<file path="config.mk">
export PLATFORM = sky130hd
export DESIGN_NAME = spi_slave_mw
export DESIGN_NICKNAME = d
export VERILOG_FILES = /design/src/rtl/spi_slave_mw.sv
export SDC_FILE = /design/constraint.sdc
export NUM_CORES = 1
export LEC_CHECK = 0
export ABC_AREA = 1
export CORE_MARGIN = 3
export CORE_UTILIZATION = 50
export CTS_CLUSTER_SIZE = 10
export DETAILED_ROUTE_END_ITERATION = 8
export PLACE_DENSITY_LB_ADDON = 0.12
export SYNTH_ARGS = -nofsm -noshare
export SYNTH_HDL_FRONTEND = slang
export SYNTH_SLANG_ARGS = --single-unit
export TNS_END_PERCENT = 1
</file>
<file path="constraint.sdc">
create_clock -name clk100 -period 3.9 [get_ports clk100]
set_input_delay 0.78 -clock clk100 [delete_from_list [all_inputs] [get_ports clk100]]
set_output_delay 0.78 -clock clk100 [all_outputs]
set_load 0.03 [all_outputs]
</file>
<file path="src/rtl/spi_slave_mw.sv">
// Parametrised SPI slave: oversampled pins, word-wise rx strobe,
// software-loaded tx table driving MISO, frame bookkeeping.
module spi_slave_mw #(
    parameter int  DATA_W    = 8,
    parameter int  NUM_WORDS = 2,
    parameter bit  CPOL      = 1'b0,
    parameter bit  CPHA      = 1'b0,
    parameter bit  MSB_FIRST = 1'b1,
    localparam int AW        = $clog2(NUM_WORDS)
) (
    input  logic              clk100,
    input  logic              rstn,
    input  logic              sclk_i,
    input  logic              csn_i,
    input  logic              mosi_i,
    output logic              miso_o,
    output logic              miso_oe_o,
    input  logic              tx_wr_i,
    input  logic [AW-1:0]     tx_addr_i,
    input  logic [DATA_W-1:0] tx_data_i,
    output logic [DATA_W-1:0] rx_data_o,
    output logic              rx_valid_o,
    output logic [AW-1:0]     rx_idx_o,
    output logic              frame_active_o,
    output logic              frame_done_o,
    output logic [7:0]        frame_words_o
);

    localparam int CW = $clog2(DATA_W + 1);

    typedef enum logic {
        IDLE,
        ACTIVE
    } state_t;

    state_t            state;
    logic [2:0]        sclk_q;
    logic [2:0]        csn_q;
    logic [1:0]        mosi_q;
    logic [DATA_W-1:0] tx_tab [NUM_WORDS];
    logic [DATA_W-1:0] shift_rx;
    logic [DATA_W-1:0] shift_tx;
    logic [CW-1:0]     bit_cnt;
    logic [AW-1:0]     word_idx;
    logic [7:0]        run_cnt;

    logic              sclk_rise;
    logic              sclk_fall;
    logic              lead_edge;
    logic              trail_edge;
    logic              sample_edge;
    logic              shift_edge;
    logic              csn_fall;
    logic              csn_rise;
    logic              mosi_bit;
    logic              word_done;
    logic [DATA_W-1:0] rx_next;
    logic [DATA_W-1:0] tx_shifted;

    // Two-flop synchronisers; sclk/csn get a third flop for edge detection.
    always_ff @(posedge clk100 or negedge rstn) begin
        if (!rstn) begin
            sclk_q <= {3{CPOL}};
            csn_q  <= 3'b111;
            mosi_q <= 2'b00;
        end else begin
            sclk_q <= {sclk_q[1:0], sclk_i};
            csn_q  <= {csn_q[1:0], csn_i};
            mosi_q <= {mosi_q[0], mosi_i};
        end
    end

    assign sclk_rise   = sclk_q[1] & ~sclk_q[2];
    assign sclk_fall   = ~sclk_q[1] & sclk_q[2];
    assign lead_edge   = CPOL ? sclk_fall : sclk_rise;
    assign trail_edge  = CPOL ? sclk_rise : sclk_fall;
    assign sample_edge = CPHA ? trail_edge : lead_edge;
    assign shift_edge  = CPHA ? lead_edge : trail_edge;
    assign csn_fall    = ~csn_q[1] & csn_q[2];
    assign csn_rise    = csn_q[1] & ~csn_q[2];
    assign mosi_bit    = mosi_q[1];
    assign word_done   = (bit_cnt == CW'(DATA_W - 1));

    assign rx_next = MSB_FIRST ? {shift_rx[DATA_W-2:0], mosi_bit}
                               : {mosi_bit, shift_rx[DATA_W-1:1]};

    assign tx_shifted = MSB_FIRST ? {shift_tx[DATA_W-2:0], 1'b0}
                                  : {1'b0, shift_tx[DATA_W-1:1]};

    // Transmit table: written any cycle, read when a word is loaded.
    always_ff @(posedge clk100 or negedge rstn) begin
        if (!rstn) begin
            for (int i = 0; i < NUM_WORDS; i++) begin
                tx_tab[i] <= '0;
            end
        end else if (tx_wr_i) begin
            tx_tab[tx_addr_i] <= tx_data_i;
        end
    end

    // Frame state machine: CS edges frame the transfer, sclk edges shift.
    always_ff @(posedge clk100 or negedge rstn) begin
        if (!rstn) begin
            state          <= IDLE;
            shift_rx       <= '0;
            shift_tx       <= '0;
            bit_cnt        <= '0;
            word_idx       <= '0;
            run_cnt        <= '0;
            rx_data_o      <= '0;
            rx_valid_o     <= 1'b0;
            rx_idx_o       <= '0;
            frame_active_o <= 1'b0;
            miso_oe_o      <= 1'b0;
            frame_done_o   <= 1'b0;
            frame_words_o  <= '0;
        end else begin
            rx_valid_o   <= 1'b0;
            frame_done_o <= 1'b0;
            unique case (state)
                IDLE: begin
                    if (csn_fall) begin
                        state          <= ACTIVE;
                        bit_cnt        <= '0;
                        word_idx       <= '0;
                        run_cnt        <= '0;
                        shift_tx       <= tx_tab[0];
                        frame_active_o <= 1'b1;
                        miso_oe_o      <= 1'b1;
                    end
                end
                ACTIVE: begin
                    if (csn_rise) begin
                        // Partial word is dropped; CS beats any sclk edge.
                        state          <= IDLE;
                        frame_active_o <= 1'b0;
                        miso_oe_o      <= 1'b0;
                        frame_done_o   <= 1'b1;
                        frame_words_o  <= run_cnt;
                    end else begin
                        if (sample_edge) begin
                            shift_rx <= rx_next;
                            if (word_done) begin
                                bit_cnt    <= '0;
                                rx_data_o  <= rx_next;
                                rx_idx_o   <= word_idx;
                                rx_valid_o <= 1'b1;
                                word_idx   <= word_idx + AW'(1);
                                if (run_cnt != 8'hff) begin
                                    run_cnt <= run_cnt + 8'd1;
                                end
                            end else begin
                                bit_cnt <= bit_cnt + CW'(1);
                            end
                        end
                        // bit_cnt == 0 on a shift edge marks a word boundary.
                        if (shift_edge) begin
                            if (bit_cnt == '0) begin
                                shift_tx <= tx_tab[word_idx];
                            end else begin
                                shift_tx <= tx_shifted;
                            end
                        end
                    end
                end
                default: state <= IDLE;
            endcase
        end
    end

    assign miso_o = frame_active_o &
                    (MSB_FIRST ? shift_tx[DATA_W-1] : shift_tx[0]);

endmodule
</file>
After elaboration in Yosys (flattened, before gate mapping)
Index checks and enable logic that the tools add are counted.
W data, S select, Z words.

storage, ports and cells
  flip-flop bits (word level) = 73
  input bits = 15
  output and inout port bits = 22
  logic and storage cells = 94

cells by class
  add/sub/neg operators = 3
  order comparisons = 3
  equal/unequal tests = 9
  multiplexer cells = 39
  bitwise operators = 13
  reduce and logical (&&, ||, !) cells = 10

operator list
  kind                   number
  $mux W8                13
  $pmux W8 S2            2
  $bwmux W16             1
  $mux W4                4
  $mux W1                14
  $ne A2 B1 Y1 const B   5
  $reduce_and A3 Y1      3
  $add A8 B1 Y8 const B  1
  $demux W8 S1           1
  $ne A8 B8 Y1 const B   1
  $pmux W4 S2            1
  $reduce_and A4 Y1      2
  $not A1 Y1             6
  $pmux W1 S2            3
  $and A1 B1 Y1          5
  $reduce_and A5 Y1      1
  $add A4 B1 Y4 const B  1
  $eq A4 B3 Y1 const B   1
  $ge A2 B2 Y1 const B   2
  $logic_not A4 Y1       1
  $ne A2 B2 Y1 const B   2
  $not A1 Y2             2
  $reduce_and A2 Y1      2
  $lt A2 B1 Y1 const B   1
  other kinds (2)        2

Depth between registers and ports, before layout
Gate-level depths: netlist of run 1.

  word-level depth = 8
  mapped depth = 9
  mapped depth without buffers = 9

Worst setup path before layout of run 1
OpenSTA, ideal clock, no wires.

  path kind = register to output
  start point = register frame_active_o
  end point = output miso_o
  arrival time = 0.808 ns
  data required time = 3.120 ns
  path slack = 2.312 ns
  stages on the path, launching flop included = 3
  buffers on the path = 0
  path through = dfrtp_1 -> nand2_1 -> inv_1

on the way
  word-level cells in the longest chain between the ends = 1

RTL lines
  what                      line  RTL
  start: declaration        24    output logic frame_active_o,
  start signal: assignment  113   frame_active_o <= 1'b0;
  start signal: assignment  128   frame_active_o <= 1'b1;
  start signal: assignment  136   frame_active_o <= 1'b0;
  $and A1 B1 Y1             171   assign miso_o = frame_active_o &
  end: declaration          16    output logic miso_o,

Every way passes these cells.

Worst setup path in the final report of run 1
Ends and elaborated chain as after synthesis.

==> metrics.txt, run 1 <==
status finished, final reports clean; 1st-iter DRT viols 90; initial antenna violation count 0; Worst Path Required 3.12 ns; #FFs+latches synth 73; max-slew violations 0; IO Count 37; H-tree depth 3; compound-gate portion of the synthesized area 9.19%; Clock Tree Buf Depth 2; nets@finish 427; post-CTS setup buffer count 0; die height 88.0 um; post-route ant nets 0; area delta synth->final 16.4%; Root Buffer clkbuf_8; DR DRC count 0; max incr delay on CP roughly 0.66 ns; pre-CTS WS 1.97 ns; worst r2r dst bit_cnt[3]$_DFFE_PN0P_; TritonCTS Buffers 9; Overall Power about 2.0 mW; Simple-Gate Fraction of Synth Area 28.3%; RSZ-0062 raised after global routing no; Synth Area in Adders 1.12%; total gr overflow 0; CTS tree yes; Lkg Pwr between 1.5 and 2 nW; worst reg2reg setup slack a little under 2 ns; Distinct cells, synth 29; crit-path max FO 4; Hold Path Origin sclk_q[0]$_DFF_PN0_; Post-Syn Instances between 300 and 400; worst r2r src state$_DFF_PN0_; vias in the first global route 2273; die width 88.0 um; mean post-synth cell area 9.04 um2; post-synthesis sequential area ratio 54.4%; gr usage total around 17%; DR pass1 iterations 4; # clock sinks 73; Final Core Density 61.0%; fill count 575; crit path time final 2.27 ns; crit path cell chain nand2_1 -> inv_1 -> clkdlybuf4s50_1; main combinational cell family by area after synthesis simple AND/OR/NAND/NOR gates; initial core utilization 52.4%; Hold Fails Final Rpt 0; CP Capture Type output pin; final setup TNS 0 ns; startpoint types flip-flop; Slew headroom ~40%; DR vias/cell a little under 5; Final period util 58.2%; Max Cap Viol 0; # diodes 0; setup ws final 1.63 ns; Post-Route WL 5.85 mm; YS warnings 0; Hold Path Stages 0; critical setup path kind reg -> out; critical path arrival about 1.5 ns; post-synthesis mux area share 0%; Post-Syn Area 3360 um2; # rows 29; # port buffers 36; die area approximately 7700 um2; Clock transition at path regs 0.07 ns; Placed Instance Area 3740 um2; GPL Wtd Cong around 0.84; fmax roughly 440 MHz; R2R depth 5; clk_skew 0.00635 ns; final instance area between 3000 and 4000 um2; pwr/cell area 516 nW/um2; worst-margin pin slew 0.901 ns; net count after synthesis a little under 400; post-DP HPWL 4.01 mm; Crit-path slowest cell clkdlybuf4s50_1; core box area around 6400 um2; post-cts sizing count 0; Skew-Pair Late Insertion Delay between 0.3 and 0.4 ns; layout cells sized above 1 12.8%; DR WL/cell about 12 um; first-pass GRT wire length 10.3 mm; # setup viols final 0; Max rail drop VDD 0.240 mV; WHS Endpoint sclk_q[1]$_DFF_PN0_; Synth Area in XOR/XNOR 0%; largest net degree at the start of global routing 74; cts hold-fix bufs 0; min-delay worst type reg -> reg; routed via count 2437
-- sequential cells by signal, indices dropped and copies added, names as in the netlist, 2 cells and up --
| register | count |
|---|---|
| tx_tab | 16 |
| frame_words_o | 8 |
| run_cnt | 8 |
| rx_data_o | 8 |
| shift_tx | 8 |
| shift_rx | 7 |
| bit_cnt | 4 |
| csn_q | 3 |
| sclk_q | 3 |
| mosi_q | 2 |
-- layout make-up --
class | instances | area, um2 | share of cell area [%]
Inverter | 39 | 146 | 3.74
Timing Repair Buffer | 37 | 363 | 9.27
Sequential cell | 73 | 1830 | 46.7
Tap cell | 77 | 96.3 | 2.46
Clock buffer | 12 | 165 | 4.22
Multi-Input combinational cell | 249 | 1300 | 33.2
Clock inverter | 3 | 15.0 | 0.383
-- cells in the final DEF, fill, tap and decap left out, drive strengths merged, types with 2 or more instances in the layout --
cell type,instances
dfrtp,70
nand3b,9
or2,4
clkdlybuf4s50,35
nand3,25
o21ai,50
buf,2
clkbuf,12
a21oi,5
clkinv,3
nand2,128
ha,3
dfstp,3
inv,39
nor2,21
-- stage by stage --
step | instances | hold slack (ns)
final | 490 | 0.353
after global routing | 490 | 0.357
after CTS | 490 | 0.356
after detailed placement | 475 | 0.340
after global placement | 475 | 0.333
after floorplan | 372 | 0.331
-- power breakdown --
part	internal [mW]	leakage [nW]	switching (mW)
Clock	0.276	0.0980	0.262
Combinational	0.193	0.868	0.304
Sequential	0.884	0.944	0.100
-- cells in the mapped netlist (all sizes together) --
library cell	number	share of area, %
nor2	21	4.1
dfrtp	70	52
nand2	128	15
ha	3	1.1
nor3b	1	0.22
a21oi	5	0.74
or2	4	0.74
dfstp	3	2.3
clkbuf	4	0.45
nand3	25	5.7
buf	7	2.1
nand4	1	0.19
inv	39	4.4
o21a	1	0.22
o21ai	50	8.2
nand3b	9	2.0
nor3	1	0.15
-- layer usage --
layer  vias to the layer above  global-route usage (%)  part of all wire (%)
li1                       1257                       -                     -
met1                      1117                    21.4                    47
met2                        47                    27.7                    46
met3                        16                    3.48                   3.9
met4                         0                    8.79                   2.8
met5                         -                       0                     0
-- critical path, delay by kind of cell, from the launching register on --
| family | cells | cell delay (ns) |
|---|---|---|
| flip-flops | 1 | 0.38 |
| AND/OR/NAND/NOR | 1 | 0.06 |
| buffers and inverters | 2 | 0.70 |
-- worst max path at each step --
stage | start | end | slack (ns) | cells past startpoint
CTS | frame_active_o$_DFFE_PN0P_ | miso_o | 1.60 | 3
finish | frame_active_o$_DFFE_PN0P_ | miso_o | 1.63 | 3
global route | frame_active_o$_DFFE_PN0P_ | miso_o | 1.54 | 3
floorplan | frame_active_o$_DFFE_PN0P_ | miso_o | 2.31 | 2
detailed placement | frame_active_o$_DFFE_PN0P_ | miso_o | 1.97 | 3
global placement | frame_active_o$_DFFE_PN0P_ | miso_o | 1.99 | 3
-- logic make-up (layout without fill, tap and decap cells) --
family / Yosys count / in the layout
buffers and inverters: 50 / 91
adder cells (fa/ha/maj): 3 / 3
AND/OR/NAND/NOR: 190 / 190
AO/OA/AOI/OAI: 56 / 56
flip-flops: 73 / 73
(Power assumes the default switching activity.)
==> inputs of run 2 (changes only) <==
clock period = 2.25 ns   (was 3.9 ns; I/O delays follow)
==> metrics.txt, run 2 (synthesis gave the netlist of run 1 again) <==
routed via count 2499 (was 2437); DR WL/cell 12.5 um (was 11.9 um); cts hold-fix bufs 0 (unchanged); gr usage total 17.9% (was 17.0%); pwr/cell area 1000 nW/um2 (was 516 nW/um2); min-delay worst type in -> async (was reg -> reg); core box area 6420 um2 (unchanged); final setup TNS 0 ns (unchanged); crit-path max FO 4 (unchanged); worst-margin pin slew 0.542 ns (was 0.901 ns); die width 88.0 um (unchanged); largest net degree at the start of global routing 74 (unchanged); Skew-Pair Late Insertion Delay 0.34 ns (about the same); RSZ-0062 raised after global routing no (unchanged); Root Buffer clkbuf_8 (unchanged); total gr overflow 0 (unchanged); IO Count 37 (unchanged); initial core utilization 52.4% (unchanged); clk_skew 0.00879 ns (was 0.00635 ns); vias in the first global route 2437 (was 2273); # setup viols final 0 (unchanged); nets@finish 429 (was 427); post-DP HPWL 4.23 mm (was 4.01 mm); critical setup path kind reg -> out (unchanged); multi-input logic area 1300 um2 (unchanged); Max Used Layer met4 (unchanged); most frequent cells in the layout 120 x nand2_1, 70 x dfrtp_1, 40 x o21ai_0, 35 x inv_1, 35 x clkdlybuf4s50_1 (unchanged); Worst Path Required 1.80 ns (was 3.12 ns); initial antenna violation count 0 (unchanged); metal2 WL 3.00 mm (was 2.69 mm); first-pass GRT wire length 10.8 mm (was 10.3 mm); # rows 29 (unchanged); post-CTS setup buffer count 0 (unchanged); Clock Tree Buf Depth 2 (unchanged); Max rail drop VDD 0.544 mV (was 0.240 mV); 1st-iter DRT viols 151 (was 90); DR DRC count 0 (unchanged); CP Capture Type output pin (unchanged); critical path arrival 1.48 ns (was 1.49 ns); fill count 570 (was 575); Hold Fails Final Rpt 0 (unchanged); DR vias/cell 5.07 (was 4.97); # diodes 0 (unchanged); DR pass1 iterations 5 (was 4); status finished, final reports clean (unchanged); setup ws final 0.318 ns (was 1.63 ns); fmax 518 MHz; H-tree depth 3 (unchanged); Max Cap Viol 0 (unchanged); Final period util 85.9%; max-slew violations 0 (unchanged); largest reg by FF count tx_tab (unchanged); GPL Wtd Cong 0.861 (was 0.842); Post-Route WL 6.16 mm (was 5.85 mm); CTS tree yes (unchanged); # clock sinks 73 (unchanged); Lkg Pwr 1.97 nW (was 1.91 nW); Slew headroom 63.9% (was 40.0%); commonest non-fill, non-tap cell in the layout nand2_1 (unchanged); Register Area 1830 um2 (unchanged); die height 88.0 um (unchanged); post-route ant nets 0 (unchanged); Clock transition at path regs 0.08 ns (was 0.07 ns); Routed met1 length 2.81 mm (was 2.76 mm); startpoint types flip-flop (unchanged); layout cells sized above 1 13.2% (was 12.8%); pre-CTS WS 0.590 ns (was 1.97 ns); max reg flops 16 (unchanged); die area 7750 um2 (unchanged); TritonCTS Buffers 9 (unchanged); area delta synth->final 20.6% (was 16.4%); post-cts sizing count 0 (unchanged); # port buffers 36 (unchanged); Met3 Wirelength 214 um (was 229 um); crit path time final 1.93 ns
## run 2: changes by cell type in the layout (fill, tap and decap cells not counted), sizes merged
cell	delta
buf	+2
bufinv	+5
clkbuf	-1
clkinv	-3
## run 2: worst paths after layout
path                            slack [ns]                        from                endpoint  cells past startpoint
worst max-delay path                  0.32  frame_active_o$_DFFE_PN0P_                  miso_o                      3
worst min register to register        0.35         sclk_q[0]$_DFF_PN0_     sclk_q[1]$_DFF_PN0_                      0
worst min-delay path                  0.11                        rstn  frame_done_o$_DFF_PN0_                      2
max in group asynchronous             1.77                        rstn      csn_q[1]$_DFF_PN1_                      2
worst max register to register        0.58             state$_DFF_PN0_  run_cnt[0]$_DFFE_PN0P_                      7
min in group clk100                   0.35         sclk_q[0]$_DFF_PN0_     sclk_q[1]$_DFF_PN0_                      0
## run 2: where the power goes
group / internal [mW] / switching (mW) / total (mW)
combinational: 0.342 / 0.551 / 0.893
sequential: 1.53 / 0.171 / 1.70
clock: 0.992 / 0.471 / 1.46
total: 2.87 / 1.19 / 4.06
## run 2: layer usage
metal	global-route usage [%]	up-vias
li1	-	1255
met1	21.7	1184
met2	30.5	46
met3	3.39	14
met4	9.07	0
met5	0	-
## run 2: critical path, stage by stage (launching register included)
cell and delay (ns):
dfrtp_1 0.38, nand2_1 0.06, inv_1 0.04, clkdlybuf4s50_1 0.66
## run 2: stage by stage
step / hold WS [ns] / area (um2) / total power [mW] / std cells / utilization (%)
2_1_floorplan: 0.154 / 3360 / 2.34 / 372 / -
3_3_place_gp: 0.335 / 3760 / 2.60 / 477 / 58.6
3_5_place_dp: 0.338 / 3760 / 2.62 / 477 / 58.6
4_1_cts: 0.137 / 4060 / 4.10 / 493 / 63.1
5_1_grt: 0.157 / 4060 / 4.29 / 493 / 63.1
6_report: 0.108 / 4060 / 4.06 / 493 / 63.1
## run 2: final cells by class
class                           instances  share of cell area (%)
Clock buffer                           11                    3.49
Clock inverter                          5                    3.70
Inverter                               39                    3.61
Multi-Input combinational cell        249                    32.1
Sequential cell                        73                    45.1
Tap cell                               77                    2.38
Timing Repair Buffer                   39                    9.63
==> inputs of run 3 (changes only) <==
CORE_ASPECT_RATIO = 1.25   (was default)
==> metrics.txt, run 3 (synthesis gave the netlist of run 1 again) <==
fill count 577 (was 570); nets@finish 431 (was 429); area delta synth->final 18.7% (was 20.6%); CP Capture Type output pin (unchanged); CTS tree yes (unchanged); final setup TNS 0 ns (unchanged); DR vias/cell 4.88 (was 5.07); DR DRC count 0 (unchanged); Worst Path Required 1.80 ns (about the same); crit-path max FO 4 (unchanged); Max Cap Viol 0 (unchanged); Sw Share 32.6% (was 29.4%); # diodes 0 (unchanged); setup ws final 0.302 ns (was 0.318 ns); status finished, final reports clean (unchanged); initial core utilization 53.2% (was 52.4%); Hold WS 0.0646 ns (was 0.108 ns); Lkg Pwr 1.94 nW (was 1.97 nW); Clock Tree Buf Depth 2 (unchanged); multi-input logic area 1300 um2 (unchanged); # setup viols final 0 (unchanged); switching pwr 1.19 mW (about the same); Hold Fails Final Rpt 0 (unchanged); initial antenna violation count 0 (unchanged); first-pass GRT wire length 10.7 mm (was 10.8 mm); Max rail drop VDD 0.545 mV (was 0.544 mV); die area 7750 um2 (about the same); R2R depth 7 (unchanged); DR pass1 iterations 4 (was 5); total gr overflow 0 (unchanged); core box area 6330 um2 (was 6420 um2); layout cells sized above 1 13.9% (was 13.2%); fmax 513 MHz (was 518 MHz); Root Buffer clkbuf_8 (unchanged); largest net degree at the start of global routing 32 (was 74); max-slew violations 0 (unchanged); die width 79.4 um (was 88.0 um); critical path arrival 1.50 ns (was 1.48 ns); routed via count 2457 (was 2499); Int Pwr 2.45 mW (was 2.87 mW); final instance area 3990 um2 (was 4060 um2); clk_skew 0.00938 ns (was 0.00879 ns); pwr/cell area 909 nW/um2 (was 1000 nW/um2); Seq pwr share 46.9% (was 42.0%); max reg flops 16 (unchanged); Final period util 86.6% (was 85.9%); most frequent cells in the layout 120 x nand2_1, 70 x dfrtp_1, 40 x o21ai_0, 35 x inv_1, 35 x clkdlybuf4s50_1 (unchanged); gr usage total 17.4% (was 17.9%); # rows 32 (was 29); Comb power frac 24.6% (was 22.0%); # clock sinks 73 (unchanged); Post-Route WL 6.03 mm (was 6.16 mm); post-cts sizing count 0 (unchanged); Register Area 1830 um2 (unchanged); Overall Power 3.63 mW (was 4.06 mW); fin cells 503 (was 493); vias in the first global route 2459 (was 2437); critical setup path kind reg -> out (unchanged); post-CTS setup buffer count 0 (unchanged); post-route ant nets 0 (unchanged); Slew headroom 66.7% (was 63.9%); Clock transition at path regs 0.07 ns (was 0.08 ns); TritonCTS Buffers 9 (unchanged); post-DP HPWL 4.50 mm (was 4.23 mm); die height 97.7 um (was 88.0 um); IO Count 37 (unchanged); # port buffers 36 (unchanged); Skew-Pair Late Insertion Delay 0.34 ns (about the same); RSZ-0062 raised after global routing no (unchanged); 1st-iter DRT viols 166 (was 151); GPL Wtd Cong 0.782 (was 0.861); largest reg by FF count tx_tab (unchanged); DR WL/cell 12.0 um (was 12.5 um); clock share of power 28.5% (was 36.0%); min-delay worst type in -> async (unchanged); startpoint types flip-flop (unchanged); crit path time final 1.95 ns (was 1.93 ns); Final Core Density 63.1% (about the same); commonest non-fill, non-tap cell in the layout nand2_1 (unchanged); cts hold-fix bufs 0 (unchanged); H-tree depth 3 (unchanged); placed cells 487 (was 477); pre-CTS WS 0.637 ns (was 0.590 ns); Placed Instance Area 3790 um2 (was 3760 um2); worst-margin pin slew 0.499 ns (was 0.542 ns)
## run 3: final timing paths
| path | end | slack, ns | startpoint |
|---|---|---|---|
| setup / recovery | miso_o | 0.30 | frame_active_o$_DFFE_PN0P_ |
| hold / removal | frame_words_o[3]$_DFFE_PN0P_ | 0.06 | rstn |
| setup reg to reg | run_cnt[2]$_DFFE_PN0P_ | 0.62 | state$_DFF_PN0_ |
| hold reg to reg | sclk_q[1]$_DFF_PN0_ | 0.35 | sclk_q[0]$_DFF_PN0_ |
| max in group asynchronous | csn_q[0]$_DFF_PN1_ | 1.59 | rstn |
| min in group clk100 | sclk_q[1]$_DFF_PN0_ | 0.35 | sclk_q[0]$_DFF_PN0_ |
## run 3: final cells by class
type	count	share of cell area, %
flip-flops and latches	73	45.8
multi-input cells	249	32.6
repair buffers	41	10.2
clock buffers	11	3.79
inverters	39	3.67
well taps	85	2.66
clock inverters	5	1.35
## run 3: critical path, cell delays in order (launching register included)
cell             delay, ns
dfrtp_1               0.39
nand2_1               0.07
inv_1                 0.05
clkdlybuf4s50_1       0.66
## run 3: power groups by stage
stage                     Sequential (mW)  Clock [mW]  Combinational (mW)
after floorplan                      1.74           0               0.603
after global placement               1.72           0               0.880
after detailed placement             1.73           0               0.904
after CTS                            1.70        1.07               0.907
after global routing                 1.73        1.12                1.02
final                                1.70        1.03               0.893
## run 3: routing by layer
layer	track usage [%]	routed length [um]
met5	0	0
met4	7.01	129
met3	4.45	231
met2	29.5	3080
met1	20.8	2590
